[config.mk]
export PLATFORM = sky130hd
export DESIGN_NAME = ram_port_arbiter
export DESIGN_NICKNAME = d
export VERILOG_FILES = /design/src/rtl/ram_port_arbiter_pkg.sv /design/src/rtl/rr_arbiter.sv /design/src/rtl/ram_port_arbiter.sv
export SDC_FILE = /design/constraint.sdc
export NUM_CORES = 1
export LEC_CHECK = 0
export BUFFER_PORTS_ARGS = -buffer_cell sky130_fd_sc_hd__buf_2
export CORE_MARGIN = 1
export CORE_UTILIZATION = 40
export CTS_BUF_LIST = sky130_fd_sc_hd__clkbuf_8
export CTS_CLUSTER_SIZE = 10
export DETAILED_ROUTE_END_ITERATION = 7
export PLACE_DENSITY = 0.95
export SETUP_SLACK_MARGIN = 0.5
export SLEW_MARGIN = 40
export SYNTH_ARGS = -nofsm -noshare
export SYNTH_HDL_FRONTEND = slang
export SYNTH_SLANG_ARGS = --single-unit
[constraint.sdc]
create_clock -name clock -period 5.2 [get_ports clock]
set_input_delay 0.52 -clock clock [delete_from_list [all_inputs] [get_ports clock]]
set_output_delay 0.52 -clock clock [all_outputs]
set_load 0.02 [all_outputs]
[src/rtl/ram_port_arbiter_pkg.sv]
// Shared defaults and helpers for the RAM port arbiter.
// Exports default geometry and a round-robin index helper.
package ram_port_arbiter_pkg;

    localparam int N_CORES_DEF    = 4;
    localparam int DATA_WIDTH_DEF = 12;
    localparam int DEPTH_DEF      = 256;

    function automatic int rr_index(
        input int base,
        input int off,
        input int n
    );
        return (base + off) % n;
    endfunction

endpackage

[src/rtl/rr_arbiter.sv]
// Round-robin arbiter: req in, one-hot grant out.
// Ports: clock, reset (async high), req[N], grant[N].
module rr_arbiter
    import ram_port_arbiter_pkg::*;
#(
    parameter int N  = 4,
    parameter int IW = (N > 1) ? $clog2(N) : 1
)(
    input  logic         clock,
    input  logic         reset,
    input  logic [N-1:0] req,
    output logic [N-1:0] grant
);

    // ptr holds the search start, i.e. last_grant + 1.
    // Reset value 0 gives core 0 highest priority.
    logic [IW-1:0] ptr;
    logic [IW-1:0] ptr_next;
    logic [IW-1:0] j;
    logic          any;

    always_comb begin
        grant    = '0;
        ptr_next = ptr;
        any      = 1'b0;
        j        = '0;
        for (int i = 0; i < N; i++) begin
            j = IW'(rr_index(int'(ptr), i, N));
            if (!any && req[j]) begin
                any      = 1'b1;
                grant[j] = 1'b1;
                ptr_next = IW'(rr_index(int'(j), 1, N));
            end
        end
        if (reset) begin
            grant = '0;
        end
    end

    always_ff @(posedge clock or posedge reset) begin
        if (reset) begin
            ptr <= '0;
        end else begin
            ptr <= ptr_next;
        end
    end

endmodule

[src/rtl/ram_port_arbiter.sv]
// Multiplexes N cores onto one single-port sync RAM, round-robin.
// Ports: clock, reset, req/we/addr/wdata (per core), ack, rvalid,
// rdata, ram_address/ram_dataIn/ram_WriteEn (to RAM), ram_dataOut.
module ram_port_arbiter
    import ram_port_arbiter_pkg::*;
#(
    parameter int N_CORES    = N_CORES_DEF,
    parameter int DATA_WIDTH = DATA_WIDTH_DEF,
    parameter int DEPTH      = DEPTH_DEF,
    parameter int ADDR_WIDTH = $clog2(DEPTH)
)(
    input  logic                          clock,
    input  logic                          reset,
    input  logic [N_CORES-1:0]            req,
    input  logic [N_CORES-1:0]            we,
    input  logic [N_CORES*ADDR_WIDTH-1:0] addr,
    input  logic [N_CORES*DATA_WIDTH-1:0] wdata,
    output logic [N_CORES-1:0]            ack,
    output logic [N_CORES-1:0]            rvalid,
    output logic [DATA_WIDTH-1:0]         rdata,
    output logic [ADDR_WIDTH-1:0]         ram_address,
    output logic [DATA_WIDTH-1:0]         ram_dataIn,
    output logic                          ram_WriteEn,
    input  logic [DATA_WIDTH-1:0]         ram_dataOut
);

    logic [N_CORES-1:0] rd_pend;

    rr_arbiter #(.N(N_CORES)) u_arb (
        .clock (clock),
        .reset (reset),
        .req   (req),
        .grant (ack)
    );

    // ack is one-hot, so at most one core drives the bus.
    always_comb begin
        ram_address = '0;
        ram_dataIn  = '0;
        ram_WriteEn = 1'b0;
        for (int k = 0; k < N_CORES; k++) begin
            if (ack[k]) begin
                ram_address = addr[k*ADDR_WIDTH +: ADDR_WIDTH];
                ram_dataIn  = wdata[k*DATA_WIDTH +: DATA_WIDTH];
                ram_WriteEn = we[k];
            end
        end
    end

    // Tag follows the RAM's one-cycle read latency.
    always_ff @(posedge clock or posedge reset) begin
        if (reset) begin
            rd_pend <= '0;
        end else begin
            rd_pend <= ack & ~we;
        end
    end

    assign rvalid = rd_pend;
    assign rdata  = ram_dataOut;

endmodule

==> load_flow_metrics.sql, run 1 <==
INSERT INTO impl_metrics (metric_group, metric, value, unit) VALUES
('status', 'run_status', 'complete, no violations', ''),
('global_routing', 'grt_pass1_vias', '1642', ''),
('detailed_routing', 'drcViolationCount', '0', ''),
('sta', 'timing_max_transition_violations_final', '0', ''),
('finish', 'fillCellCount', '350', ''),
('clock_tree', 'holdBufCountCts', '0', ''),
('floorplan', 'horiz_die_dim', '64.4', 'µm'),
('sta', 'final.period_utilization', '0.807', ''),
('logic_synthesis', 'postSynthCellCount', '171', ''),
('place', 'dp.final_hpwl', '3.87', 'mm'),
('sta', 'worst_clock_skew', '0.0135', 'ns'),
('clock_tree', 'cts_repair_resize_count', '0', ''),
('sta', 'fin_crit', '4.19', 'ns'),
('clock_tree', 'cts_tree', 'built', ''),
('power', 'ir_drop', '0.267', 'mV'),
('clock_tree', 'clk_path_buf_depth', '2', ''),
('global_routing', 'global_route.usage.total', '0.219', ''),
('clock_tree', 'cts_made_buffers', '3', ''),
('finish', 'antenna-diode-count', '0', ''),
('detailed_routing', 'wl', '4.93', 'mm'),
('logic_synthesis', 'most_instantiated_flip_flop_cell_in_the_synthesis_netlist', 'sky130_fd_sc_hd__dfrtp_1', ''),
('setup_path', 'worst_setup_path_end_kind', 'output port', ''),
('floorplan', 'placementRows', '22', ''),
('clock_tree', 'post-cts-setup-buffer-count', '0', ''),
('finish', 'design.final.nets', '380', ''),
('detailed_routing', 'first_pass_iters', '4', ''),
('logic_synthesis', 'ys_seq_area_frac', '0.0964', ''),
('clock_tree', 'clock-root-buffer', 'sky130_fd_sc_hd__clkbuf_8', ''),
('detailed_routing', 'via_per_inst', '5.73', ''),
('detailed_routing', 'post_drt_wl_per_cell', '15.6', 'µm'),
('power', 'power-per-cell-area', '726', 'nW/µm²'),
('logic_synthesis', 'synth.ff_latch_count', '6', ''),
('setup_path', 'worst-r2r-cell-count', '7', ''),
('logic_synthesis', 'synth_enable_flop_cells', '0', ''),
('setup_path', 'timing.critical_path.arrival', '3.67', 'ns'),
('place', 'gp_congestion', '0.859', ''),
('power', 'p_leak', '0.998', 'nW'),
('logic_synthesis', 'postSynthAreaPerCell', '9.11', 'µm²'),
('detailed_routing', 'routed_vias', '1812', ''),
('sta', 'finalHoldViolCount', '0', ''),
('global_routing', 'grt_start_max_net_pins', '23', ''),
('detailed_routing', 'antenna_violating_nets_post_route', '0', ''),
('worst_hold_path', 'holdCritPathClass', 'input port to async pin', ''),
('floorplan', 'i_o_pin_count', '143', ''),
('power', 'power', '0.00149', 'W'),
('setup_path', 'required', '4.68', 'ns'),
('setup_path', 'timing.reg2reg.setup_slack', '2.24', 'ns'),
('global_routing', 'gr-total-overflow', '0', ''),
('floorplan', 'start_util', '0.422', ''),
('global_routing', 'grt_antenna_before_repair', '0', ''),
('setup_path', 'max_fanout_on_critical_path', '21', ''),
('finish', 'area.growth.synth_to_final', '32.0', '%'),
('setup_path', 'crit_path_start_kind', 'flip-flop', ''),
('logic_synthesis', 'synth_fp_nets', '281', ''),
('setup_path', 'reg2reg_from', 'u_arb.ptr[0]', ''),
('global_routing', 'grt_first_pass_wirelength', '7.28', 'mm'),
('flow_run', 'cap_viol_max_count', '0', ''),
('sta', 'timing.slew.headroom', '0.499', ''),
('floorplan', 'design.die.area', '4150', 'µm²'),
('sta', 'setup_viol', '0', ''),
('floorplan', 'area_of_the_core_region', '3690', 'µm²'),
('sta', 'tightest_slew', '0.750', 'ns'),
('clock_tree', 'numClockSinks', '6', ''),
('sta', 'final.setup.tns', '0', 'ns'),
('logic_synthesis', 'synthesis.yosys.warnings', '0', ''),
('place', 'placement.io_buffers', '118', ''),
('logic_synthesis', 'synth.distinct_cells', '40', ''),
('clock_tree', 'h-tree-depth', '1', ''),
('logic_synthesis', 'proportion_of_register_bits_with_asynchronous_set_or_reset_after_synthesis', '1.00', ''),
('detailed_routing', 'drt_iter0_drc', '39', ''),
('clock_tree', 'worst_skew_pair.late_latency', '0.23', 'ns'),
('sta', 'max_freq', '238', 'MHz'),
('setup_path', 'crit-reg2reg-capture', 'rvalid[3]', ''),
('floorplan', 'fp.dieH', '64.4', 'µm'),
('logic_synthesis', 'synthesis.area', '1560', 'µm²'),
('sta', 'unrepaired_setup_endpoints_after_global_routing', 'false', ''),
('setup_path', 'worstSetupPathType', 'flip-flop to output port', ''),
('clock_tree', 'clkSlewWorstSetupHoldPaths', '0.05', 'ns'),
('finish', 'final_layout_size_suffix_gt1_frac', '0.586', '');
routing by layer:
| layer | global-route usage | vias to the layer above | wire [µm] |
|---|---|---|---|
| met2 | 0.388 | 81 | 2430 |
| li1 | - | 866 | - |
| met4 | 0.0472 | 0 | 52 |
| met5 | 0 | - | 0 |
| met1 | 0.268 | 853 | 2100 |
| met3 | 0.0464 | 12 | 345 |
critical path: stages, from the launching register on:
cell and delay (ns):
sky130_fd_sc_hd__dfrtp_1 0.65, sky130_fd_sc_hd__inv_1 0.18, sky130_fd_sc_hd__ha_1 0.43, sky130_fd_sc_hd__mux4_2 0.46, sky130_fd_sc_hd__nor4b_4 0.43, sky130_fd_sc_hd__nand3_1 0.18
sky130_fd_sc_hd__nand2_1 0.61, sky130_fd_sc_hd__a32oi_1 0.13, sky130_fd_sc_hd__a21oi_1 0.19, sky130_fd_sc_hd__buf_2 0.18
cell usage after synthesis, types with 2 or more instances:
cell / number / area, µm²
sky130_fd_sc_hd__mux4_2: 3 / 67.6
sky130_fd_sc_hd__buf_6: 9 / 101
sky130_fd_sc_hd__nor2_1: 2 / 7.51
sky130_fd_sc_hd__nand2_1: 5 / 18.8
sky130_fd_sc_hd__buf_4: 15 / 113
sky130_fd_sc_hd__o22ai_2: 20 / 250
sky130_fd_sc_hd__a21oi_1: 26 / 130
sky130_fd_sc_hd__o21a_1: 2 / 15.0
sky130_fd_sc_hd__o21ai_0: 5 / 25.0
sky130_fd_sc_hd__nor2b_1: 3 / 18.8
sky130_fd_sc_hd__inv_1: 7 / 26.3
sky130_fd_sc_hd__a22o_1: 2 / 17.5
sky130_fd_sc_hd__dfrtp_1: 6 / 150
sky130_fd_sc_hd__mux2i_1: 4 / 40.0
sky130_fd_sc_hd__ha_1: 8 / 100
sky130_fd_sc_hd__o22ai_1: 3 / 18.8
sky130_fd_sc_hd__buf_2: 4 / 20.0
sky130_fd_sc_hd__a32oi_1: 20 / 175
sky130_fd_sc_hd__o21ai_1: 2 / 10.0
sky130_fd_sc_hd__a21o_1: 3 / 22.5
sky130_fd_sc_hd__nand2b_1: 3 / 18.8
report_power, final:
| part | internal (W) | switching (W) |
|---|---|---|
| clock network | 0.0000500 | 0.0000229 |
| registers | 0.0000638 | 0.0000327 |
| logic | 0.000508 | 0.000816 |
flip-flops by register name (all words and copies together) (netlist names):
name and cells:
rvalid 4, u_arb.ptr 2
per-stage QoR:
| stage | cell area, µm² | instances | setup WS (ns) | hold WS (ns) | utilization |
|---|---|---|---|---|---|
| 2_1_floorplan | 1560 | 171 | 1.97 | 0.371 | - |
| 4_1_cts | 2060 | 316 | 1.03 | 0.361 | 0.557 |
| 6_report | 2060 | 316 | 1.01 | 0.357 | 0.557 |
| 3_5_place_dp | 2010 | 313 | 1.29 | 0.602 | 0.546 |
| 5_1_grt | 2060 | 316 | 0.635 | 0.387 | 0.557 |
| 3_3_place_gp | 2000 | 312 | 1.29 | 0.593 | 0.543 |
layout make-up:
class,instances,area (µm²),share of cell area
Clock buffer,3,41.3,0.0201
Inverter,7,26.3,0.0128
Multi-Input combinational cell,130,1150,0.561
Sequential cell,6,150,0.0730
Tap cell,48,60.1,0.0292
Timing Repair Buffer,122,624,0.304
worst max-delay path by stage:
stage                 startpoint  slack [ns]  cells after the start        endpoint
floorplan           u_arb.ptr[0]        1.97                     11  ram_address[0]
global placement    u_arb.ptr[0]        1.29                      9     ram_WriteEn
detailed placement  u_arb.ptr[0]        1.29                      9   ram_dataIn[0]
CTS                 u_arb.ptr[0]        1.03                      9   ram_dataIn[0]
global route        u_arb.ptr[0]        0.64                      9   ram_dataIn[3]
finish              u_arb.ptr[0]        1.01                      9   ram_dataIn[3]
kinds of logic after synthesis:
logic type,count (synthesis),share of synthesized area
AOI/OAI and AO/OA,91,0.484
xor gates and xnor gates,1,0.00562
adders and majority gates,8,0.0643
buffers and inverters,35,0.167
DFF,6,0.0964
muxes,8,0.0859
and+or+nand+nor,22,0.0972
placed cells by master, fill, tap and decap left out, types with 2 or more instances in the layout:
cell	synthesis	layout
sky130_fd_sc_hd__o21ai_1	2	2
sky130_fd_sc_hd__o22ai_2	20	20
sky130_fd_sc_hd__ha_1	8	8
sky130_fd_sc_hd__o22ai_1	3	3
sky130_fd_sc_hd__o21a_1	2	2
sky130_fd_sc_hd__clkbuf_8	0	3
sky130_fd_sc_hd__mux2i_1	4	4
sky130_fd_sc_hd__buf_2	4	118
sky130_fd_sc_hd__buf_4	15	3
sky130_fd_sc_hd__mux4_2	3	3
sky130_fd_sc_hd__inv_1	7	7
sky130_fd_sc_hd__nand2_1	5	5
sky130_fd_sc_hd__a21oi_1	26	26
sky130_fd_sc_hd__nor2_1	2	2
sky130_fd_sc_hd__a22o_1	2	2
sky130_fd_sc_hd__o21ai_0	5	5
sky130_fd_sc_hd__a32oi_1	20	20
sky130_fd_sc_hd__dfrtp_1	6	6
sky130_fd_sc_hd__nand2b_1	3	3
sky130_fd_sc_hd__nor2b_1	3	3
sky130_fd_sc_hd__a21o_1	3	2
Power figures use the tool's default switching activity.
==> run 2, diff against run 1 <==
CORE_UTILIZATION = 35   (was 40)
PLACE_DENSITY = 0.89   (was 0.95)
clock period = 3.43 ns   (was 5.2 ns; I/O delays follow)
==> run 2 against run 1 <==
  * Final cell count grew 14%
  * Clock skew fell by 0.011 ns
  * Flip-flop and latch count did not move
  * Non-clock buffer count increased by 43
  * Sequential share of layout area decreased by 2.2 points
  * First-iteration DRC count increased by 110%
  * Core utilization grew 15 points
  * Sequential power increased by 17%
==> load_flow_metrics.sql, run 2 (synthesis gave the netlist of run 1 again) <==
INSERT INTO impl_metrics (metric_group, metric, value, unit) VALUES
('status', 'run_status', 'complete, no violations', ''),
('finish', 'area.growth.synth_to_final', '88.7', '%'),
('sta', 'final.period_utilization', '0.931', ''),
('sta', 'tightest_slew', '0.525', 'ns'),
('finish', 'register_area', '150', 'µm²'),
('clock_tree', 'holdBufCountCts', '0', ''),
('place', 'dp.final_hpwl', '4.26', 'mm'),
('global_routing', 'global_route.usage.total', '0.245', ''),
('global_routing', 'grt_antenna_before_repair', '0', ''),
('finish', 'layout.cells.most_common', 'sky130_fd_sc_hd__buf_2', ''),
('sta', 'unrepaired_setup_endpoints_after_global_routing', 'true', ''),
('global_routing', 'grt_pass1_vias', '1832', ''),
('detailed_routing', 'wl', '7.40', 'mm'),
('finish', 'final_cell_mix', 'sky130_fd_sc_hd__buf_2, sky130_fd_sc_hd__buf_4, sky130_fd_sc_hd__buf_6', ''),
('place', 'gp_congestion', '1.01', ''),
('power', 'p_leak', '1.31', 'nW'),
('setup_path', 'required', '3.09', 'ns'),
('setup_path', 'crit_path_start_kind', 'flip-flop', ''),
('floorplan', 'horiz_die_dim', '68.7', 'µm'),
('setup_path', 'timing.critical_path.arrival', '2.85', 'ns'),
('finish', 'design.final.nets', '423', ''),
('sta', 'fin_crit', '3.19', 'ns'),
('place', 'dp.cells', '321', ''),
('global_routing', 'grt_first_pass_wirelength', '8.59', 'mm'),
('setup_path', 'max_fanout_on_critical_path', '5', ''),
('detailed_routing', 'drcViolationCount', '0', ''),
('setup_path', 'worstSetupPathType', 'flip-flop to output port', ''),
('flow_run', 'cap_viol_max_count', '0', ''),
('sta', 'final.setup.tns', '0', 'ns'),
('floorplan', 'start_util', '0.376', ''),
('finish', 'flip_flop_count_of_the_largest_register_after_layout', '4', ''),
('finish', 'layout.cells.non_filler', '361', ''),
('clock_tree', 'numClockSinks', '6', ''),
('detailed_routing', 'post_drt_wl_per_cell', '20.5', 'µm'),
('floorplan', 'area_of_the_core_region', '4140', 'µm²'),
('sta', 'timing_max_transition_violations_final', '0', ''),
('power', 'power-per-cell-area', '1260', 'nW/µm²'),
('sta', 'worst_clock_skew', '0.00285', 'ns'),
('detailed_routing', 'routed_vias', '2130', ''),
('global_routing', 'grt_start_max_net_pins', '23', ''),
('clock_tree', 'clk_path_buf_depth', '2', ''),
('place', 'preCtsSetupSlack', '0.263', 'ns'),
('sta', 'post-route-worst-setup-slack', '0.236', 'ns'),
('clock_tree', 'h-tree-depth', '1', ''),
('floorplan', 'design.die.area', '4720', 'µm²'),
('clock_tree', 'cts_tree', 'built', ''),
('detailed_routing', 'via_per_inst', '5.90', ''),
('finish', 'final_layout_size_suffix_gt1_frac', '0.740', ''),
('floorplan', 'i_o_pin_count', '143', ''),
('clock_tree', 'worst_skew_pair.late_latency', '0.22', 'ns'),
('finish', 'fillCellCount', '292', ''),
('sta', 'setup_viol', '0', ''),
('clock_tree', 'clkSlewWorstSetupHoldPaths', '0.04', 'ns'),
('finish', 'antenna-diode-count', '0', ''),
('power', 'ir_drop', '0.484', 'mV'),
('global_routing', 'gr-total-overflow', '0', ''),
('place', 'placement.io_buffers', '118', ''),
('sta', 'finalHoldViolCount', '0', ''),
('floorplan', 'fp.dieH', '68.7', 'µm'),
('sta', 'timing.slew.headroom', '0.650', ''),
('detailed_routing', 'antenna_violating_nets_post_route', '0', ''),
('setup_path', 'worst_setup_path_end_kind', 'output port', ''),
('clock_tree', 'clock-root-buffer', 'sky130_fd_sc_hd__clkbuf_8', ''),
('finish', 'footprint_of_the_multi_input_gates', '1430', 'µm²'),
('detailed_routing', 'drt_iter0_drc', '83', ''),
('floorplan', 'placementRows', '23', ''),
('clock_tree', 'cts_made_buffers', '3', ''),
('sta', 'max_freq', '313', 'MHz'),
('power', 'power', '0.00370', 'W'),
('worst_hold_path', 'holdCritPathClass', 'input port to async pin', ''),
('detailed_routing', 'first_pass_iters', '4', ''),
('finish', 'final_util', '0.709', '');
==> run 2: changes by cell type in the layout (fill, tap and decap cells not counted), sizes merged <==
cell | previous run | this run
buf | 122 | 163
clkbuf | 3 | 5
==> run 2: critical path: stages (launching register included) <==
cell and delay [ns]:
sky130_fd_sc_hd__dfrtp_1 0.36, sky130_fd_sc_hd__buf_6 0.12, sky130_fd_sc_hd__mux4_2 0.59, sky130_fd_sc_hd__nor4b_4 0.39, sky130_fd_sc_hd__buf_4 0.16, sky130_fd_sc_hd__and2_4 0.16
sky130_fd_sc_hd__o2111ai_4 0.16, sky130_fd_sc_hd__buf_6 0.20, sky130_fd_sc_hd__clkbuf_16 0.16, sky130_fd_sc_hd__o22ai_4 0.14, sky130_fd_sc_hd__a21oi_2 0.05, sky130_fd_sc_hd__buf_6 0.14
==> run 2: layout make-up <==
type                       instances  share of cell area
timing repair buffer             165               0.417
sequential                         6              0.0511
clock buffer                       3              0.0140
inverter                           7             0.00894
tap                               50              0.0213
multi-input combinational        130               0.488
==> run 2: through the flow <==
step | instance area (µm²) | hold WS, ns
global route | 2940 | 0.259
floorplan | 1650 | 0.194
global placement | 2170 | 0.436
CTS | 2640 | 0.221
detailed placement | 2170 | 0.444
finish | 2940 | 0.234
==> run 2: power breakdown <==
part / internal [W] / switching [W] / total [W] / leakage, nW
registers: 0.0000978 / 0.0000150 / 0.000113 / 0.0781
logic: 0.00171 / 0.00178 / 0.00348 / 1.21
clock network: 0.0000752 / 0.0000286 / 0.000104 / 0.0216
==> run 2: worst paths after layout <==
check,from,end,slack (ns),depth (start not counted)
max in group asynchronous,reset,u_arb.ptr[1],2.85,2
worst min-delay path,reset,rvalid[1],0.23,2
worst min register to register,u_arb.ptr[0],u_arb.ptr[0],0.76,3
min in group clock,we[3],rvalid[3],0.30,2
worst max-delay path,u_arb.ptr[1],ram_dataIn[7],0.24,11
worst max register to register,u_arb.ptr[1],rvalid[3],1.07,8
==> run 2: routing by layer <==
metal | up-vias | track usage | wire (µm)
li1 | 957 | - | -
met1 | 1006 | 0.280 | 2550
met2 | 137 | 0.461 | 3930
met3 | 30 | 0.0362 | 606
met4 | 0 | 0.0791 | 311
met5 | - | 0 | 0
==> run 2: timing repair <==
| action | 4_1_cts | 5_1_grt |
|---|---|---|
| buffers inserted | 28 | 4 |
| pin swaps | 6 | 24 |
| gates resized for setup | 45 | 47 |
| endpoints found under the setup margin | 24 | 23 |
| gates cloned | 3 | 2 |
==> run 3, diff against run 2 <==
--- a/config.mk
+++ b/config.mk
@@ -8,6 +8,8 @@
 export BUFFER_PORTS_ARGS = -buffer_cell sky130_fd_sc_hd__buf_2
+export CELL_PAD_IN_SITES_DETAIL_PLACEMENT = 1
+export CELL_PAD_IN_SITES_GLOBAL_PLACEMENT = 1
 export CORE_MARGIN = 1
-export CORE_UTILIZATION = 35
+export CORE_UTILIZATION = 23
 export CTS_BUF_LIST = sky130_fd_sc_hd__clkbuf_8
-export CTS_CLUSTER_SIZE = 10
+export CTS_CLUSTER_SIZE = 28
 export DETAILED_ROUTE_END_ITERATION = 7
==> constraint.sdc (replaced) <==
create_clock -name clock -period 3.43 [get_ports clock]
set_input_delay 0 -clock clock [delete_from_list [all_inputs] [get_ports clock]]
set_output_delay 0 -clock clock [all_outputs]
set_load 0.02 [all_outputs]
==> run 3 against run 2 <==
  * The flow now finishes with violations (design-rule violations)
  * Clock power is essentially flat
  * Critical path depth shrank 1
  * Register-to-register slack gained 0.05 ns
  * First-iteration DRC count shrank 45%
  * Design area shrank 18%
  * Die area grew 50%
  * Clock skew shrank 0.0020 ns
  * Global-route usage shrank 8.3 points
  * Via count shrank 7.5%
  * Wire length shrank 14%
  * Worst hold slack lost 0.23 ns
  * Sequential share of layout area grew 1.2 points
  * Critical endpoint is now ram_address[4]
  * Largest cell class unchanged
  * Largest power group unchanged
==> load_flow_metrics.sql, run 3 (synthesis gave the netlist of run 1 again) <==
INSERT INTO impl_metrics (metric_group, metric, value, unit) VALUES
('sta', 'timing_max_transition_violations_final', '0', ''),
('floorplan', 'horiz_die_dim', '84.3', 'µm'),
('detailed_routing', 'drt_iter0_drc', '46', ''),
('detailed_routing', 'post_drt_wl_per_cell', '17.1', 'µm'),
('sta', 'timing.slew.headroom', '0.694', ''),
('setup_path', 'timing.critical_path.arrival', '2.84', 'ns'),
('finish', 'footprint_of_the_multi_input_gates', '1210', 'µm²'),
('setup_path', 'cpLargestDelayFamily', 'buffers and inverters', ''),
('power', 'power-per-cell-area', '1120', 'nW/µm²'),
('clock_tree', 'clkSlewWorstSetupHoldPaths', '0.03', 'ns'),
('setup_path', 'crit_path_max_incr_delay', '0.58', 'ns'),
('clock_tree', 'numClockSinks', '6', ''),
('sta', 'setup_viol', '0', ''),
('flow_run', 'cap_viol_max_count', '0', ''),
('finish', 'register_area', '151', 'µm²'),
('setup_path', 'timing.critical_path.cells', 'buf_8 > mux4_2 > buf_4 > a21oi_1 > a22o_1 > nand2_1 > o31ai_2 > buf_4 > a21oi_1 > buf_2', ''),
('finish', 'area.growth.synth_to_final', '54.9', '%'),
('setup_path', 'worst_setup_path_end_kind', 'output port', ''),
('status', 'run_status', 'finished, violations left', ''),
('setup_path', 'worstSetupPathType', 'flip-flop to output port', ''),
('sta', 'worst_clock_skew', '0.000854', 'ns'),
('finish', 'final_util', '0.374', ''),
('global_routing', 'grt_pass1_vias', '1998', ''),
('place', 'gp_congestion', '0.888', ''),
('setup_path', 'required', '3.43', 'ns'),
('floorplan', 'start_util', '0.241', ''),
('floorplan', 'area_of_the_core_region', '6460', 'µm²'),
('finish', 'flip_flop_count_of_the_largest_register_after_layout', '4', ''),
('global_routing', 'gr-total-overflow', '0', ''),
('status', 'violations_in_the_final_reports', 'design-rule violations', ''),
('finish', 'design.final.nets', '405', ''),
('sta', 'finalHoldViolCount', '0', ''),
('place', 'dp.cells', '347', ''),
('floorplan', 'fp.dieH', '84.3', 'µm'),
('setup_path', 'max_fanout_on_critical_path', '20', ''),
('global_routing', 'grt_antenna_before_repair', '0', ''),
('sta', 'final.period_utilization', '0.829', ''),
('floorplan', 'i_o_pin_count', '143', ''),
('global_routing', 'grt_start_max_net_pins', '23', ''),
('sta', 'fin_crit', '2.84', 'ns'),
('floorplan', 'design.die.area', '7110', 'µm²'),
('detailed_routing', 'first_pass_iters', '6', ''),
('clock_tree', 'worst_skew_pair.late_latency', '0.22', 'ns'),
('detailed_routing', 'antenna_violating_nets_post_route', '0', ''),
('finish', 'layout.cells.most_common', 'sky130_fd_sc_hd__buf_2', ''),
('clock_tree', 'clk_path_buf_depth', '2', ''),
('finish', 'antenna-diode-count', '0', ''),
('sta', 'max_freq', '352', 'MHz'),
('power', 'ir_drop', '0.564', 'mV'),
('finish', 'fillCellCount', '785', ''),
('floorplan', 'placementRows', '29', ''),
('detailed_routing', 'drcViolationCount', '8', ''),
('finish', 'final_cell_mix', 'sky130_fd_sc_hd__buf_2, sky130_fd_sc_hd__a21oi_1, sky130_fd_sc_hd__a32oi_1, sky130_fd_sc_hd__o22ai_2, sky130_fd_sc_hd__buf_4', ''),
('place', 'dp.final_hpwl', '4.65', 'mm'),
('setup_path', 'cp_slowest_cell', 'sky130_fd_sc_hd__mux4_2', ''),
('clock_tree', 'clock-root-buffer', 'sky130_fd_sc_hd__clkbuf_8', ''),
('sta', 'tightest_slew', '0.458', 'ns'),
('clock_tree', 'h-tree-depth', '1', ''),
('sta', 'final.setup.tns', '0', 'ns'),
('setup_path', 'crit_buf_inv', '4', ''),
('detailed_routing', 'wl', '6.34', 'mm'),
('sta', 'hold_slack', '0.00000778', 'ns'),
('detailed_routing', 'routed_vias', '1971', ''),
('global_routing', 'global_route.usage.total', '0.162', ''),
('power', 'p_leak', '1.15', 'nW'),
('sta', 'unrepaired_setup_endpoints_after_global_routing', 'false', ''),
('finish', 'final_layout_size_suffix_gt1_frac', '0.614', ''),
('setup_path', 'crit_path_start_kind', 'flip-flop', ''),
('detailed_routing', 'via_per_inst', '5.33', ''),
('clock_tree', 'cts_made_buffers', '3', ''),
('place', 'placement.io_buffers', '118', ''),
('clock_tree', 'cts_tree', 'built', ''),
('finish', 'layout.cells.non_filler', '370', ''),
('global_routing', 'grt_first_pass_wirelength', '9.45', 'mm'),
('worst_hold_path', 'holdCritPathClass', 'input port to output port', '');
[run 3: changes by cell type in the layout (fill, tap and decap cells not counted), sizes merged]
cell | before | now
mux4 | 4 | 5
buf | 163 | 140
clkbuf | 5 | 4
dlygate4sd3 | 0 | 5
[run 3: metrics by stage]
step	total power, W	setup slack (ns)	cell area, µm²
after CTS	0.00251	0.520	2300
after global routing	0.00290	0.422	2410
final	0.00271	0.585	2410
after floorplan	0.00176	0.720	1560
after global placement	0.00218	0.310	2090
after detailed placement	0.00227	0.284	2100
[run 3: worst reg2reg max path, cell delays in order, from the launching register on]
cell                      delay, ns
sky130_fd_sc_hd__dfrtp_1       0.38
sky130_fd_sc_hd__buf_8         0.17
sky130_fd_sc_hd__mux4_2        0.59
sky130_fd_sc_hd__nor4b_4       0.33
sky130_fd_sc_hd__buf_4         0.20
sky130_fd_sc_hd__buf_4         0.11
sky130_fd_sc_hd__nand2_1       0.06
sky130_fd_sc_hd__a21oi_1       0.25
sky130_fd_sc_hd__nor2b_1       0.17
[run 3: final timing paths]
kind	slack, ns	start	depth (start not counted)	endpoint
worst min-delay path	0.000008	ram_dataOut[4]	0	rdata[4]
worst max-delay path	0.59	u_arb.ptr[0]	10	ram_address[4]
min in group asynchronous	0.40	reset	3	rvalid[1]
worst max register to register	1.12	u_arb.ptr[0]	8	rvalid[2]
worst min register to register	0.69	u_arb.ptr[0]	2	u_arb.ptr[0]
max in group asynchronous	2.70	reset	3	u_arb.ptr[1]
[run 3: timing repair]
item / CTS / global route
endpoints found under the hold margin: 10 / 0
pin swaps: 1 / 2
resized for setup: 5 / 12
endpoints found under the setup margin: 23 / 21
cloned: 1 / 1
buffers inserted: 7 / 6
hold buffers: 5 / 0
[run 3: area by class of cell]
type	instances	share of cell area
timing repair buffer	146	0.370
multi-input combinational	131	0.500
tap	77	0.0399
sequential	6	0.0627
inverter	7	0.0109
clock buffer	3	0.0171
[run 3: where the power goes]
part | switching, W | internal, W
clock | 0.0000298 | 0.0000753
sequential | 0.0000141 | 0.0000987
combinational | 0.00143 | 0.00107
total | 0.00147 | 0.00124
[run 3: layer usage]
metal  vias to the layer above  global-route usage  share of wire
met5                         -                   0              0
met4                         0              0.0596          0.013
met3                        10              0.0256          0.053
met2                        74               0.312           0.55
met1                       964               0.177           0.38
li1                        923                   -              -
